[config.mk]
export PLATFORM = sky130hd
export DESIGN_NAME = audio_sample_axi_slave
export DESIGN_NICKNAME = d
export VERILOG_FILES = /design/src/rtl/audio_axi_pkg.sv /design/src/rtl/audio_sample_fifo.sv /design/src/rtl/audio_sample_axi_slave.sv
export SDC_FILE = /design/constraint.sdc
export NUM_CORES = 1
export LEC_CHECK = 0
export ABC_CLOCK_PERIOD_IN_PS = 9000
export CAP_MARGIN = 20
export CORE_MARGIN = 2
export CORE_UTILIZATION = 50
export CTS_CLUSTER_DIAMETER = 120
export CTS_CLUSTER_SIZE = 30
export DETAILED_ROUTE_END_ITERATION = 8
export GPL_ROUTABILITY_DRIVEN = 0
export HOLD_SLACK_MARGIN = 0.1
export PLACE_DENSITY = 0.69
export REMOVE_ABC_BUFFERS = 1
export SETUP_SLACK_MARGIN = 0.2
export SLEW_MARGIN = 25
export SYNTH_ARGS = -nofsm -noshare
export SYNTH_HDL_FRONTEND = slang
export SYNTH_SLANG_ARGS = --single-unit
[constraint.sdc]
create_clock -name s00_axi_aclk -period 9 [get_ports s00_axi_aclk]
set_clock_uncertainty 0.15 [all_clocks]
set_input_delay 1.8 -clock s00_axi_aclk [delete_from_list [all_inputs] [get_ports s00_axi_aclk]]
set_output_delay 1.8 -clock s00_axi_aclk [all_outputs]
set_load 0.01 [all_outputs]
[src/rtl/audio_axi_pkg.sv]
// Shared register map, bit positions, response codes and FSM encodings
// for the audio sample AXI4-Lite slave.
package audio_axi_pkg;

  localparam logic [1:0] REG_ID     = 2'd0;
  localparam logic [1:0] REG_CTRL   = 2'd1;
  localparam logic [1:0] REG_STATUS = 2'd2;
  localparam logic [1:0] REG_DATA   = 2'd3;

  localparam int CTRL_ENABLE_BIT   = 0;
  localparam int CTRL_FLUSH_BIT    = 1;
  localparam int CTRL_THRESH_LSB   = 8;
  localparam int STATUS_EMPTY_BIT  = 16;
  localparam int STATUS_FULL_BIT   = 17;
  localparam int STATUS_OVF_BIT    = 18;
  localparam int STATUS_UNF_BIT    = 19;

  localparam logic [1:0] RESP_OKAY = 2'b00;

  typedef enum logic {R_IDLE = 1'b0, R_RESP = 1'b1} rd_state_t;
  typedef enum logic {W_IDLE = 1'b0, W_RESP = 1'b1} wr_state_t;

  function automatic logic [31:0] build_status(input logic [8:0] level,
                                               input logic empty,
                                               input logic full,
                                               input logic overflow,
                                               input logic underflow);
    logic [31:0] word;
    word = 32'd0;
    word[8:0] = level;
    word[STATUS_EMPTY_BIT] = empty;
    word[STATUS_FULL_BIT]  = full;
    word[STATUS_OVF_BIT]   = overflow;
    word[STATUS_UNF_BIT]   = underflow;
    return word;
  endfunction

endpackage

[src/rtl/audio_sample_fifo.sv]
// Synchronous sample FIFO with extra-MSB pointers; head is visible on dout
// so the register read path can capture it in the pop cycle.
module audio_sample_fifo #(
  parameter int WIDTH = 24,
  parameter int DEPTH = 16,
  localparam int AW   = $clog2(DEPTH)
) (
  input  logic             clk,
  input  logic             rst_n,
  input  logic             push,
  input  logic             pop,
  input  logic             flush,
  input  logic [WIDTH-1:0] din,
  output logic [WIDTH-1:0] dout,
  output logic [AW:0]      level,
  output logic             empty,
  output logic             full
);

  logic [AW:0]      wr_ptr_reg;
  logic [AW:0]      rd_ptr_reg;
  logic [WIDTH-1:0] mem [DEPTH];
  logic             push_ok;
  logic             pop_ok;

  assign empty = (wr_ptr_reg == rd_ptr_reg);
  assign full  = (wr_ptr_reg[AW] != rd_ptr_reg[AW]) &&
                 (wr_ptr_reg[AW-1:0] == rd_ptr_reg[AW-1:0]);
  assign level = wr_ptr_reg - rd_ptr_reg;

  // A simultaneous pop frees the slot a push into a full FIFO needs.
  assign pop_ok  = pop & ~empty;
  assign push_ok = push & (~full | pop_ok);

  always_ff @(posedge clk or negedge rst_n) begin
    if (!rst_n) begin
      wr_ptr_reg <= '0;
      rd_ptr_reg <= '0;
    end else if (flush) begin
      wr_ptr_reg <= '0;
      rd_ptr_reg <= '0;
    end else begin
      if (push_ok) wr_ptr_reg <= wr_ptr_reg + 1'b1;
      if (pop_ok)  rd_ptr_reg <= rd_ptr_reg + 1'b1;
    end
  end

  always_ff @(posedge clk) begin
    if (push_ok && !flush) mem[wr_ptr_reg[AW-1:0]] <= din;
  end

  assign dout = mem[rd_ptr_reg[AW-1:0]];

endmodule

[src/rtl/audio_sample_axi_slave.sv]
// AXI4-Lite slave exposing a captured-audio FIFO as a pop-on-read DATA
// register, plus ID/CTRL/STATUS registers and a level-threshold interrupt.
module audio_sample_axi_slave
  import audio_axi_pkg::*;
#(
  parameter int          C_S00_AXI_DATA_WIDTH = 32,
  parameter int          C_S00_AXI_ADDR_WIDTH = 4,
  parameter int          SAMPLE_WIDTH         = 24,
  parameter int          FIFO_DEPTH           = 16,
  parameter logic [31:0] ID_VALUE             = 32'h0012_3456
) (
  input  logic                              s00_axi_aclk,
  input  logic                              s00_axi_aresetn,
  input  logic [C_S00_AXI_ADDR_WIDTH-1:0]   s00_axi_awaddr,
  input  logic [2:0]                        s00_axi_awprot,
  input  logic                              s00_axi_awvalid,
  output logic                              s00_axi_awready,
  input  logic [C_S00_AXI_DATA_WIDTH-1:0]   s00_axi_wdata,
  input  logic [C_S00_AXI_DATA_WIDTH/8-1:0] s00_axi_wstrb,
  input  logic                              s00_axi_wvalid,
  output logic                              s00_axi_wready,
  output logic [1:0]                        s00_axi_bresp,
  output logic                              s00_axi_bvalid,
  input  logic                              s00_axi_bready,
  input  logic [C_S00_AXI_ADDR_WIDTH-1:0]   s00_axi_araddr,
  input  logic [2:0]                        s00_axi_arprot,
  input  logic                              s00_axi_arvalid,
  output logic                              s00_axi_arready,
  output logic [C_S00_AXI_DATA_WIDTH-1:0]   s00_axi_rdata,
  output logic [1:0]                        s00_axi_rresp,
  output logic                              s00_axi_rvalid,
  input  logic                              s00_axi_rready,
  input  logic                              sample_valid,
  input  logic [SAMPLE_WIDTH-1:0]           sample_data,
  output logic                              sample_ready,
  output logic                              irq
);

  localparam int AW = $clog2(FIFO_DEPTH);

  rd_state_t                 rd_state_reg;
  wr_state_t                 wr_state_reg;
  logic                      arready_reg;
  logic                      rvalid_reg;
  logic [31:0]               rdata_reg;
  logic                      awready_reg;
  logic                      wready_reg;
  logic                      bvalid_reg;

  logic                      enable_reg;
  logic [7:0]                thresh_reg;
  logic                      overflow_reg;
  logic                      underflow_reg;
  logic                      irq_reg;

  logic                      rd_hs;
  logic                      wr_hs;
  logic [1:0]                rd_idx;
  logic [1:0]                wr_idx;
  logic [31:0]               wmask;
  logic [31:0]               ctrl_word;
  logic [31:0]               ctrl_next;
  logic                      ctrl_wr;
  logic                      flush;
  logic                      overflow_clr;
  logic                      underflow_clr;
  logic                      overflow_set;
  logic                      underflow_set;
  logic                      irq_next;
  logic [31:0]               read_word;
  logic [31:0]               sample_ext;

  logic                      fifo_push;
  logic                      fifo_pop;
  logic [SAMPLE_WIDTH-1:0]   fifo_dout;
  logic [AW:0]               fifo_level;
  logic [8:0]                level_ext;
  logic                      fifo_empty;
  logic                      fifo_full;

  assign rd_idx = s00_axi_araddr[3:2];
  assign wr_idx = s00_axi_awaddr[3:2];
  assign rd_hs  = arready_reg & s00_axi_arvalid;
  assign wr_hs  = awready_reg & wready_reg & s00_axi_awvalid & s00_axi_wvalid;

  genvar gi;
  generate
    for (gi = 0; gi < 4; gi++) begin : g_wmask
      assign wmask[gi*8 +: 8] = {8{s00_axi_wstrb[gi]}};
    end
  endgenerate

  // ---------------- FIFO ----------------
  assign fifo_push = sample_valid & enable_reg;
  assign fifo_pop  = rd_hs & (rd_idx == REG_DATA) & ~fifo_empty;

  audio_sample_fifo #(
    .WIDTH (SAMPLE_WIDTH),
    .DEPTH (FIFO_DEPTH)
  ) u_fifo (
    .clk   (s00_axi_aclk),
    .rst_n (s00_axi_aresetn),
    .push  (fifo_push),
    .pop   (fifo_pop),
    .flush (flush),
    .din   (sample_data),
    .dout  (fifo_dout),
    .level (fifo_level),
    .empty (fifo_empty),
    .full  (fifo_full)
  );

  assign level_ext    = 9'(fifo_level);
  assign sample_ext   = 32'($signed(fifo_dout));
  assign sample_ready = ~fifo_full;

  // ---------------- Register decode ----------------
  assign ctrl_word = {16'd0, thresh_reg, 7'd0, enable_reg};
  assign ctrl_next = (ctrl_word & ~wmask) | (s00_axi_wdata & wmask);
  assign ctrl_wr   = wr_hs & (wr_idx == REG_CTRL);
  assign flush     = ctrl_wr & wmask[CTRL_FLUSH_BIT] & s00_axi_wdata[CTRL_FLUSH_BIT];

  assign overflow_clr  = wr_hs & (wr_idx == REG_STATUS) &
                         wmask[STATUS_OVF_BIT] & s00_axi_wdata[STATUS_OVF_BIT];
  assign underflow_clr = wr_hs & (wr_idx == REG_STATUS) &
                         wmask[STATUS_UNF_BIT] & s00_axi_wdata[STATUS_UNF_BIT];

  // A dropped sample only counts when neither a pop nor a flush makes room.
  assign overflow_set  = fifo_push & fifo_full & ~fifo_pop & ~flush;
  assign underflow_set = rd_hs & (rd_idx == REG_DATA) & fifo_empty;

  assign irq_next = (enable_reg && (thresh_reg != 8'd0) &&
                     (level_ext >= {1'b0, thresh_reg})) || overflow_reg;

  always_comb begin
    read_word = 32'd0;
    case (rd_idx)
      REG_ID:     read_word = ID_VALUE;
      REG_CTRL:   read_word = ctrl_word;
      REG_STATUS: read_word = build_status(level_ext, fifo_empty, fifo_full,
                                           overflow_reg, underflow_reg);
      REG_DATA:   read_word = fifo_empty ? 32'd0 : sample_ext;
      default:    read_word = 32'd0;
    endcase
  end

  always_ff @(posedge s00_axi_aclk or negedge s00_axi_aresetn) begin
    if (!s00_axi_aresetn) begin
      enable_reg    <= 1'b0;
      thresh_reg    <= 8'd0;
      overflow_reg  <= 1'b0;
      underflow_reg <= 1'b0;
      irq_reg       <= 1'b0;
    end else begin
      if (ctrl_wr) begin
        enable_reg <= ctrl_next[CTRL_ENABLE_BIT];
        thresh_reg <= ctrl_next[CTRL_THRESH_LSB +: 8];
      end
      // A new event in the same cycle as a W1C wins, so it is never lost.
      overflow_reg  <= overflow_set  | (overflow_reg  & ~overflow_clr);
      underflow_reg <= underflow_set | (underflow_reg & ~underflow_clr);
      irq_reg       <= irq_next;
    end
  end

  // ---------------- Read channel FSM ----------------
  always_ff @(posedge s00_axi_aclk or negedge s00_axi_aresetn) begin
    if (!s00_axi_aresetn) begin
      rd_state_reg <= R_IDLE;
      arready_reg  <= 1'b0;
      rvalid_reg   <= 1'b0;
      rdata_reg    <= 32'd0;
    end else begin
      case (rd_state_reg)
        R_IDLE: begin
          if (rd_hs) begin
            arready_reg  <= 1'b0;
            rvalid_reg   <= 1'b1;
            rdata_reg    <= read_word;
            rd_state_reg <= R_RESP;
          end else begin
            arready_reg <= 1'b1;
          end
        end
        R_RESP: begin
          if (s00_axi_rready) begin
            rvalid_reg   <= 1'b0;
            arready_reg  <= 1'b1;
            rd_state_reg <= R_IDLE;
          end
        end
        default: begin
          rd_state_reg <= R_IDLE;
          arready_reg  <= 1'b0;
          rvalid_reg   <= 1'b0;
        end
      endcase
    end
  end

  // ---------------- Write channel FSM ----------------
  always_ff @(posedge s00_axi_aclk or negedge s00_axi_aresetn) begin
    if (!s00_axi_aresetn) begin
      wr_state_reg <= W_IDLE;
      awready_reg  <= 1'b0;
      wready_reg   <= 1'b0;
      bvalid_reg   <= 1'b0;
    end else begin
      case (wr_state_reg)
        W_IDLE: begin
          if (wr_hs) begin
            awready_reg  <= 1'b0;
            wready_reg   <= 1'b0;
            bvalid_reg   <= 1'b1;
            wr_state_reg <= W_RESP;
          end else if (s00_axi_awvalid && s00_axi_wvalid && !bvalid_reg && !awready_reg) begin
            awready_reg <= 1'b1;
            wready_reg  <= 1'b1;
          end else begin
            awready_reg <= 1'b0;
            wready_reg  <= 1'b0;
          end
        end
        W_RESP: begin
          if (s00_axi_bready) begin
            bvalid_reg   <= 1'b0;
            wr_state_reg <= W_IDLE;
          end
        end
        default: begin
          wr_state_reg <= W_IDLE;
          awready_reg  <= 1'b0;
          wready_reg   <= 1'b0;
          bvalid_reg   <= 1'b0;
        end
      endcase
    end
  end

  assign s00_axi_arready = arready_reg;
  assign s00_axi_rvalid  = rvalid_reg;
  assign s00_axi_rdata   = rdata_reg;
  assign s00_axi_rresp   = RESP_OKAY;
  assign s00_axi_awready = awready_reg;
  assign s00_axi_wready  = wready_reg;
  assign s00_axi_bvalid  = bvalid_reg;
  assign s00_axi_bresp   = RESP_OKAY;
  assign irq             = irq_reg;

  logic unused_bits;
  assign unused_bits = ^{s00_axi_awprot, s00_axi_arprot, s00_axi_awaddr[1:0],
                         s00_axi_araddr[1:0], ctrl_next[31:16], ctrl_next[7:1]};

endmodule

==> key figures <==
Detailed routing
  – Wirelength per Cell: 25.5 µm
  – Routed Antenna Nets: 0
  – DRT Wirelength: 37.6 mm
  – Via count: 8703
  – Via/cell ratio: approximately 6
  – Initial drt markers: 919
  – DRC Markers: 0
  – Drt pass-1 iters: 6

Logic synthesis
  – Count of different cell masters after synthesis: 53
  – Synth Area in Simple Gates: 4.32%
  – Ys async rst share: 11.9%
  – XOR/XNOR share of the synthesized area: less than 1%
  – Syn. warnings: 0
  – Post-Synthesis Cells: 930
  – Multiplexer share of the synthesized area: 13.5%
  – Fraction of synthesized cell area taken by the top area cell type: 66.6%
  – Yosys reg bits: 436
  – Synth top area cells: edfxtp_1 67%, mux4_2 12%, dfrtp_1 7.5%
  – Synth Area in Compound Gates: 3.84%
  – EDFF count, synth: 384
  – Synthesized cell area: 17300 µm²
  – Adder-cell share of the synthesized area: between 1 and 1.5%
  – Largest family of logic cells by synthesized area: multiplexers
  – Sequential share of the synthesized area: between 70% and 80%
  – Area leader, netlist: edfxtp_1
  – Avg Cell Area, Syn: ~19 µm²
  – Ys flop type: edfxtp_1

Timing
  – RSZ-0062 raised after global routing: false
  – Fin crit share: 58.1%
  – Tightest Pin Transition: 1.06 ns
  – Hold Vio Cnt, Final: 0
  – Max Transition Viols Final: 0
  – Final setup vio count: 0
  – Max_slew headroom: 29.4%
  – Setup TNS: 0 ns
  – Setup slack after layout: 3.77 ns
  – Max Clock Freq: about 0.19 GHz
  – Min Tclk post-route: 5.23 ns

Clocking
  – # hold bufs at CTS: 0
  – TritonCTS Buffers: 18
  – Setup repair bufs after CTS: 0
  – CTS tree: yes
  – # H-tree levels: 1
  – Clk Latency, worst-skew pair: between 0.5 and 0.6 ns
  – Clock Sinks: 436
  – Max clock buf depth: 3
  – Worst-path clk slew: around 0.10 ns
  – Post-CTS sizing: 0
  – Root Buffer: clkbuf_16

Layout
  – Area Overhead vs Synth: 11.9%
  – Share of cells above drive strength 1: 16.5%
  – # fillers: 2606
  – Post-layout nets: around 1100
  – Max FFs per register: ~380

Floorplanning
  – Site Rows: 68
  – Die Width: around 190 µm
  – Die area: 36100 µm²
  – Initial Util: around half
  – Core Region: about 34000 µm²
  – # IOs: 125
  – Die Y: 190 µm

GRT
  – Initial antenna violation count: 1
  – Largest net degree at the start of global routing: 61
  – Total GRT Usage: 21.1%
  – Number of global-route vias before repair: 8609
  – GRT Residual Overflow: 0
  – First-pass GRT wire length: 55.4 mm

Critical path
  – Startpoint type of the worst setup path: input pin
  – Crit Path Class: input pin to flop
  – CP Data Required Time: 9.04 ns
  – Worst R2R Start: u_fifo.rd_ptr_reg[3]$_DFFE_PN0P_
  – CP Launch Point: s00_axi_araddr[2]
  – CP Max Fanout: 16
  – Worst setup EP type: flop
  – Reg2reg path depth: 8
  – CP Data Arrival Time: ~5.3 ns

Power
  – Static leakage: 6.34 nW
  – Clk pwr share: between 10% and 20%
  – P_sw: approximately 1.6 mW
  – Share of total power in combinational logic: 32.1%
  – VDD IR-drop max: 0.149 mV
  – Sw Share: 30.9%
  – Sequential share of power: 48.4%
  – Power per cell area: 262 nW/µm²
  – Internal: 3.51 mW

Hold path
  – Tightest Hold Check Type: flop to flop
  – Hold_sp: s00_axi_rdata[21]$_DFFE_PN0P_
  – Hold Crit Depth: 2

Place
  – IO Port Bufs: 89
  – Detail Placement HPWL: 22.0 mm
  – Pre-CTS WS: 3.28 ns

Job
  – Max-Cap Viols: 0

Run status
  – Status: complete, no violations
-- power by group through the flow --
stage | sequential, mW | combinational (mW) | clock (mW)
4_1_cts | 2.46 | 1.65 | 1.01
3_5_place_dp | 2.51 | 1.64 | 0
3_3_place_gp | 2.50 | 1.62 | 0
6_report | 2.46 | 1.63 | 0.991
5_1_grt | 2.48 | 1.77 | 1.07
2_1_floorplan | 2.63 | 0.946 | 0
-- Yosys cell counts (8+ instances only) --
cell,n
edfxtp_1,384
mux4_2,96
nand2_1,72
dfrtp_1,52
nor2_1,51
a21oi_1,35
clkbuf_1,25
buf_4,21
o21ai_0,21
inv_1,17
ha_1,14
mux2i_1,11
a221oi_1,10
nand3_1,10
o22ai_1,10
nor3_1,8
-- final cells by class --
class,instances,area (µm²),area share (%)
multi-input combinational,420,4170,21.5
clock buffer,31,520,2.69
sequential,436,12800,66.3
antenna,1,2.50,0.0129
clock inverter,1,16.3,0.0839
inverter,18,67.6,0.349
tap,455,569,2.94
timing repair buffer,111,1190,6.15
-- final timing paths --
kind                                                     to  slack [ns]
max                             u_fifo.mem[2][21]$_DFFE_PP_        3.77
min in group asynchronous        s00_axi_bvalid$_DFFE_PN0P_        1.23
min                           s00_axi_rdata[21]$_DFFE_PN0P_        0.36
max reg2reg                     u_fifo.mem[2][21]$_DFFE_PP_        4.66
max in group asynchronous  u_fifo.rd_ptr_reg[0]$_DFFE_PN0P_        6.93
min reg2reg                   s00_axi_rdata[21]$_DFFE_PN0P_        0.36
-- critical path: stages --
cell	delay [ns]
clkdlybuf4s50_1	0.80
nand4_1	0.35
and3_1	0.31
nor3_1	0.44
nand2_1	0.33
nor3_2	0.76
buf_4	0.46
-- through the flow --
stage / utilization [%] / hold slack (ns) / area, µm² / cells / power [mW]
global route: 56.5 / 0.376 / 19400 / 1472 / 5.32
floorplan: - / 0.298 / 17000 / 874 / 3.58
global placement: 54.4 / 0.324 / 18600 / 1433 / 4.13
finish: 56.5 / 0.356 / 19400 / 1473 / 5.08
detailed placement: 54.4 / 0.332 / 18700 / 1434 / 4.14
CTS: 56.0 / 0.359 / 19200 / 1466 / 5.12
-- cell families (layout without fill, tap and decap cells) --
kind of cell,count (synthesis),after routing
DFF,436,436
and+or+nand+nor,170,170
muxes,113,113
AOI/OAI and AO/OA,106,106
buffers and inverters,77,161
adders and majority gates,15,15
xor gates and xnor gates,12,12
other,1,5
-- routing by layer --
layer	up-vias	GRT usage (%)	part of all wire, %
met5	-	0	0
met4	0	4.83	2.3
met3	45	2.73	5.5
met2	281	34.5	49
met1	4574	30.6	43
li1	3803	-	-
-- cells in the final DEF, fill, tap and decap left out, types with 6 or more instances in the layout --
master	netlist	layout
dfrtp_1	52	49
nand2_1	72	72
xor2_1	6	6
clkdlybuf4s50_1	0	88
mux2i_1	11	11
buf_16	0	7
nor2_1	51	39
nor2b_1	6	6
a22o_1	6	6
nand3_1	10	9
buf_4	21	15
o21ai_0	21	21
clkbuf_16	0	19
clkbuf_1	25	12
mux4_2	96	96
a21oi_1	35	35
o22ai_1	10	10
ha_1	14	14
xnor2_1	6	6
edfxtp_1	384	384
a221oi_1	10	10
inv_1	17	17
nor2_4	0	10
mux2_2	6	6
No activity file was read; power rests on OpenSTA's default activity.
